`config.mk`:
```
export PLATFORM = sky130hd
export DESIGN_NAME = ez8_boot_ctrl
export DESIGN_NICKNAME = d
export VERILOG_FILES = /design/src/rtl/ez8_boot_pkg.sv /design/src/rtl/ez8_boot_ctrl.sv
export SDC_FILE = /design/constraint.sdc
export NUM_CORES = 1
export LEC_CHECK = 0
export BUFFER_PORTS_ARGS = -buffer_cell sky130_fd_sc_hd__buf_2
export CAP_MARGIN = 20
export CORE_UTILIZATION = 55
export DETAILED_ROUTE_END_ITERATION = 10
export PLACE_DENSITY = 0.8
export REMOVE_ABC_BUFFERS = 1
export SETUP_SLACK_MARGIN = 0.3
export SYNTH_ARGS = -nofsm -noshare
export SYNTH_HDL_FRONTEND = slang
export SYNTH_SLANG_ARGS = --single-unit
```
`constraint.sdc`:
```
create_clock -name clk -period 3.7 [get_ports clk]
set_clock_uncertainty 0.2 [all_clocks]
set_input_delay 0.37 -clock clk [delete_from_list [all_inputs] [get_ports clk]]
set_output_delay 0.37 -clock clk [all_outputs]
set_load 0.05 [all_outputs]
```
`src/rtl/ez8_boot_pkg.sv`:
```
// Shared opcodes and controller state encoding for the ez8 boot/command controller.
package ez8_boot_pkg;

  localparam logic [7:0] OP_LOAD  = 8'h01;
  localparam logic [7:0] OP_RUN   = 8'h02;
  localparam logic [7:0] OP_HALT  = 8'h03;
  localparam logic [7:0] OP_STEP  = 8'h04;
  localparam logic [7:0] OP_RESET = 8'h05;

  typedef enum logic [3:0] {
    S_IDLE       = 4'd0,
    S_LD_AH      = 4'd1,
    S_LD_AL      = 4'd2,
    S_LD_NH      = 4'd3,
    S_LD_NL      = 4'd4,
    S_LD_DH      = 4'd5,
    S_LD_DL      = 4'd6,
    S_RST_HOLD   = 4'd7,
    S_STEP_PULSE = 4'd8
  } state_e;

endpackage

```
`src/rtl/ez8_boot_ctrl.sv`:
```
// Byte-stream command controller: loads ez8_cpu instruction memory and drives
// its reset/pause lines (run, halt, single-step, reset).
//
// Handshake: a byte on rx_data is consumed on a rising clk edge where
// rx_valid & rx_ready are both 1. rx_ready is registered and never depends
// on rx_valid; rx_data must be held stable while rx_valid is 1 and not taken.
module ez8_boot_ctrl
  import ez8_boot_pkg::*;
#(
  parameter int ADDR_WIDTH   = 12,
  parameter int DATA_WIDTH   = 16,
  parameter int RESET_CYCLES = 4
) (
  input  logic                  clk,
  input  logic                  reset,
  input  logic [7:0]            rx_data,
  input  logic                  rx_valid,
  output logic                  rx_ready,
  output logic                  cpu_reset,
  output logic                  pause,
  output logic [ADDR_WIDTH-1:0] instr_writeaddr,
  output logic [DATA_WIDTH-1:0] instr_writedata,
  output logic                  instr_write_en,
  output logic                  running,
  output logic                  cmd_err,
  output state_e                dbg_state
);

  // Hold counter counts RESET_CYCLES-1 down to 0 while in S_RST_HOLD.
  localparam int HOLD_W = (RESET_CYCLES > 1) ? $clog2(RESET_CYCLES) : 1;

  state_e                state_q, state_d;
  logic [ADDR_WIDTH-1:0] addr_q, addr_d;
  logic [11:0]           len_q, len_d;
  logic [7:0]            hi_q, hi_d;
  logic [HOLD_W-1:0]     hold_q, hold_d;
  logic                  cpu_reset_q, cpu_reset_d;
  logic                  pause_q, pause_d;
  logic                  running_q, running_d;
  logic                  err_q, err_d;
  logic                  ready_q, ready_d;
  logic                  we_q, we_d;
  logic [ADDR_WIDTH-1:0] waddr_q, waddr_d;
  logic [DATA_WIDTH-1:0] wdata_q, wdata_d;
  logic                  accept;

  assign accept = rx_valid & ready_q;

  // Next-state, counters and registered outputs of the command FSM.
  always_comb begin
    state_d     = state_q;
    addr_d      = addr_q;
    len_d       = len_q;
    hi_d        = hi_q;
    hold_d      = hold_q;
    cpu_reset_d = cpu_reset_q;
    pause_d     = pause_q;
    running_d   = running_q;
    err_d       = err_q;
    we_d        = 1'b0;
    waddr_d     = waddr_q;
    wdata_d     = wdata_q;

    case (state_q)
      S_IDLE: begin
        if (accept) begin
          case (rx_data)
            OP_LOAD: begin
              cpu_reset_d = 1'b1;
              pause_d     = 1'b1;
              running_d   = 1'b0;
              state_d     = S_LD_AH;
            end
            OP_RUN: begin
              cpu_reset_d = 1'b0;
              pause_d     = 1'b0;
              running_d   = 1'b1;
            end
            OP_HALT: begin
              pause_d   = 1'b1;
              running_d = 1'b0;
            end
            OP_STEP: begin
              cpu_reset_d = 1'b0;
              pause_d     = 1'b0;
              running_d   = 1'b0;
              state_d     = S_STEP_PULSE;
            end
            OP_RESET: begin
              cpu_reset_d = 1'b1;
              pause_d     = 1'b1;
              running_d   = 1'b0;
              hold_d      = HOLD_W'(RESET_CYCLES - 1);
              state_d     = S_RST_HOLD;
            end
            default: err_d = 1'b1;
          endcase
        end
      end
      S_LD_AH: if (accept) begin
        addr_d  = ADDR_WIDTH'({rx_data[3:0], addr_q[7:0]});
        state_d = S_LD_AL;
      end
      S_LD_AL: if (accept) begin
        addr_d  = ADDR_WIDTH'({addr_q[11:8], rx_data});
        state_d = S_LD_NH;
      end
      S_LD_NH: if (accept) begin
        len_d   = {rx_data[3:0], len_q[7:0]};
        state_d = S_LD_NL;
      end
      S_LD_NL: if (accept) begin
        len_d   = {len_q[11:8], rx_data};
        state_d = ({len_q[11:8], rx_data} == 12'd0) ? S_IDLE : S_LD_DH;
      end
      S_LD_DH: if (accept) begin
        hi_d    = rx_data;
        state_d = S_LD_DL;
      end
      S_LD_DL: if (accept) begin
        we_d    = 1'b1;
        waddr_d = addr_q;
        wdata_d = DATA_WIDTH'({hi_q, rx_data});
        addr_d  = addr_q + ADDR_WIDTH'(1);
        len_d   = len_q - 12'd1;
        state_d = (len_q == 12'd1) ? S_IDLE : S_LD_DH;
      end
      S_RST_HOLD: begin
        if (hold_q == '0) state_d = S_IDLE;
        else              hold_d  = hold_q - HOLD_W'(1);
      end
      S_STEP_PULSE: begin
        pause_d = 1'b1;
        state_d = S_IDLE;
      end
      default: state_d = S_IDLE;
    endcase

    // Byte intake is closed only while holding reset or pulsing a step.
    ready_d = !((state_d == S_RST_HOLD) || (state_d == S_STEP_PULSE));
  end

  // State and output registers with synchronous reset.
  always_ff @(posedge clk) begin
    if (reset) begin
      state_q     <= S_IDLE;
      addr_q      <= '0;
      len_q       <= '0;
      hi_q        <= '0;
      hold_q      <= '0;
      cpu_reset_q <= 1'b1;
      pause_q     <= 1'b1;
      running_q   <= 1'b0;
      err_q       <= 1'b0;
      ready_q     <= 1'b0;
      we_q        <= 1'b0;
      waddr_q     <= '0;
      wdata_q     <= '0;
    end else begin
      state_q     <= state_d;
      addr_q      <= addr_d;
      len_q       <= len_d;
      hi_q        <= hi_d;
      hold_q      <= hold_d;
      cpu_reset_q <= cpu_reset_d;
      pause_q     <= pause_d;
      running_q   <= running_d;
      err_q       <= err_d;
      ready_q     <= ready_d;
      we_q        <= we_d;
      waddr_q     <= waddr_d;
      wdata_q     <= wdata_d;
    end
  end

  assign rx_ready        = ready_q;
  assign cpu_reset       = cpu_reset_q;
  assign pause           = pause_q;
  assign running         = running_q;
  assign cmd_err         = err_q;
  assign instr_write_en  = we_q;
  assign instr_writeaddr = waddr_q;
  assign instr_writedata = wdata_q;
  assign dbg_state       = state_q;

endmodule

```
==> flow_metrics.py <==
metrics = {
    "clock_network": {
        "cts_resized": 0,
        "cts_setup_buffers": 0,
        "ctsHoldBuffers": 0,
        "clk_pin_slew_ns": 0.08,
        "insertion_delay_ns": 0.35,
        "cts_tree": "yes",
        "clock_path_buffers": 2,
        "cts.sinks": 72,
        "cts_inserted_buffers": 9,
        "cts-htree-levels": 3,
        "ctsRootBufferMaster": "clkbuf_8",
    },
    "status": {
        "status": "complete, no violations",
    },
    "grt": {
        "grt_max_degree": 47,
        "grt_overflow_total": 0,
        "antenna_found_initial": 0,
        "grt_use_met3_pct": 4.076,
        "grt_use_total_pct": 25.56,
        "busiest_layer": "met2",
        "met2_usage_pct": 39.64,
        "grt_pass1_vias": 2980,
        "use_met1_pct": 35.04,
        "grt_pass1_wl_mm": 14.46,
    },
    "synthesis": {
        "ys_seq_elements": 72,
        "yosysTopAreaCellShare_pct": 40.10,
        "ys_async_sr_fraction_pct": 0,
        "yosysSeqAreaShare_pct": 40.10,
        "ys.flop_type": "dfxtp_1",
        "synthTopCellsByArea": "dfxtp_1, nand2_1, a21oi_1, nor2_1, a22oi_1",
        "syn_inst": 444,
        "synth_top_cell_by_area": "dfxtp_1",
        "syn-mean-instance-area_um2": 8.096,
        "netlist_area_um2": 3595,
        "synth_edf_count": 0,
        "synth_cell_types": 67,
        "ys_warn_count": 0,
    },
    "setup_path": {
        "cp_max_fo": 28,
        "worstSetupStartpointType": "flip-flop",
        "arrival_ns": 2.65,
        "critical_path_class": "flip-flop to flip-flop",
        "required_ns": 3.77,
        "reg2reg_depth": 5,
        "cp-end-kind": "flip-flop",
    },
    "floorplan": {
        "die_h_um": 82.85,
        "dieArea_um2": 6863,
        "start_util_pct": 56.94,
        "fp.dieW_um": 82.85,
        "ios": 49,
        "rows": 29,
        "core-area_um2": 6314,
    },
    "power_and_ir_drop": {
        "leakagePower_uw": 0.001475,
        "p_per_area_nw_per_um2": 373.4,
        "ir_drop_mv": 0.3281,
    },
    "layout": {
        "layout-drive-gt1-share_pct": 17.54,
        "final_area_um2": 4015,
        "syn2layout_area_growth_pct": 11.70,
        "layout.nets": 489,
        "antenna_cells": 0,
    },
    "route": {
        "via_per_inst": 6.079,
        "drt_iter0_drc": 337,
        "route.detailed.drc": 0,
        "ant_nets": 0,
        "first_pass_iters": 5,
        "finalWirelength_mm": 8.560,
        "drt-wirelength-per-cell_um": 15.40,
        "vias": 3380,
    },
    "min_path": {
        "worstHoldPathCells": 3,
        "hold_path.class": "primary input to flip-flop",
    },
    "placed_design": {
        "dpl_cell_area_um2": 3807,
        "hpwl_mm": 5.519,
        "gp_congestion": 0.8972,
        "dp_slack_ns": 1.162,
        "io_buffers": 48,
    },
    "sta": {
        "slew_viol_final": 0,
        "layout_min_cycle_time_ns": 2.578,
        "relSlewSlack_pct": 39.88,
        "tightest_slew_ns": 0.8969,
        "finalSetupViolations": 0,
        "fin_ws_ns": 1.122,
        "fmaxAchievable_mhz": 387.8,
        "rsz0062_at_grt": "false",
        "period_share_pct": 69.69,
        "setup_tns_ns": 0,
        "hold_viol_final": 0,
    },
    "flow_run": {
        "cap_violations": 0,
    },
}
## placed cells by master, fill, tap and decap left out, types with 5 or more instances in the layout
| master | instances |
|---|---|
| a211oi_1 | 9 |
| a21oi_1 | 40 |
| a22oi_1 | 16 |
| buf_2 | 48 |
| buf_4 | 5 |
| clkbuf_8 | 9 |
| dfxtp_1 | 72 |
| inv_1 | 9 |
| mux2i_1 | 8 |
| nand2_1 | 79 |
| nand3_1 | 10 |
| nor2_1 | 47 |
| nor3_1 | 9 |
| nor4_1 | 5 |
| o21ai_0 | 17 |
| o31ai_1 | 5 |
| xor2_1 | 6 |
## Yosys cell counts, drive strengths merged, types with 2 or more instances
cell,count
nand2,79
dfxtp,72
nor2,49
a21oi,40
clkbuf,18
o21ai,18
a22oi,16
buf,16
nor3,11
a211oi,10
nand3,10
inv,9
mux2i,8
nor4,7
xor2,6
o31ai,5
a31oi,4
a32o,4
ha,4
nand3b,4
or3b,4
or4,4
a221oi,3
a22o,3
and3,3
o41ai,3
a211o,2
a2bb2oi,2
a311oi,2
a41oi,2
and2,2
nor2b,2
nor4b,2
or2,2
or3,2
## critical path, stage by stage (launching register included)
cell	delay, ns
dfxtp_1	0.74
or3b_1	0.53
or2_1	0.41
nor2_8	0.37
nand2_1	0.11
a21oi_1	0.13
## flip-flops by register name (all words and copies together), names as in the netlist, 2 cells and up
signal / count
addr_q: 12
len_q: 12
instr_writedata: 16
instr_writeaddr: 12
dbg_state: 4
hold_q: 2
hi_q: 8
## cells by family after synthesis
| group | Yosys count | share of synthesized area [%] |
|---|---|---|
| xor+xnor | 7 | 1.706 |
| mux | 8 | 2.228 |
| compound gates | 122 | 22.66 |
| buf+inv | 43 | 5.429 |
| simple gates | 187 | 26.21 |
| fa+ha+maj | 5 | 1.671 |
| flops | 72 | 40.10 |
## where the power goes
group | internal, µW | switching, µW | leakage [µW]
registers | 776 | 2.68 | 0.000580
logic | 17.8 | 49.6 | 0.000792
clock network | 324 | 329 | 0.000103
## path summary, 6_finish.rpt
kind / slack [ns] / end / from
worst min register to register: 0.25 / instr_writeaddr[9] / instr_writeaddr[9]
worst min-delay path: 0.11 / instr_writedata[4] / rx_data[4]
worst max-delay path: 1.12 / instr_writedata[7] / dbg_state[2]
worst max register to register: 1.12 / instr_writedata[7] / dbg_state[2]
## layout make-up
class,instances,area [µm²]
clock buffer,9,123.9
clock inverter,7,83.83
fill,573,2298
inverter,9,33.78
multi-input combinational,329,1958
sequential,72,1441
tap,77,96.34
timing repair buffer,53,277.8
## stage by stage
stage               hold slack (ns)  cells  util (%)  total power [µW]
CTS                         0.09867    556     63.59              1509
detailed placement           0.2394    540     60.31             863.5
global placement             0.2347    540     60.31             863.0
floorplan                    0.2211    410         -             825.2
finish                       0.1126    556     63.59              1499
global route                 0.1259    556     63.59              1551
## per-layer routing
layer / share of wire (%) / vias to the layer above / wire length, µm
met5: 0 / - / 0
met2: 46 / 166 / 3924
met1: 45 / 1527 / 3868
met4: 2.2 / 0 / 188
met3: 6.8 / 27 / 578
li1: - / 1660 / -
(Power assumes the default switching activity.)
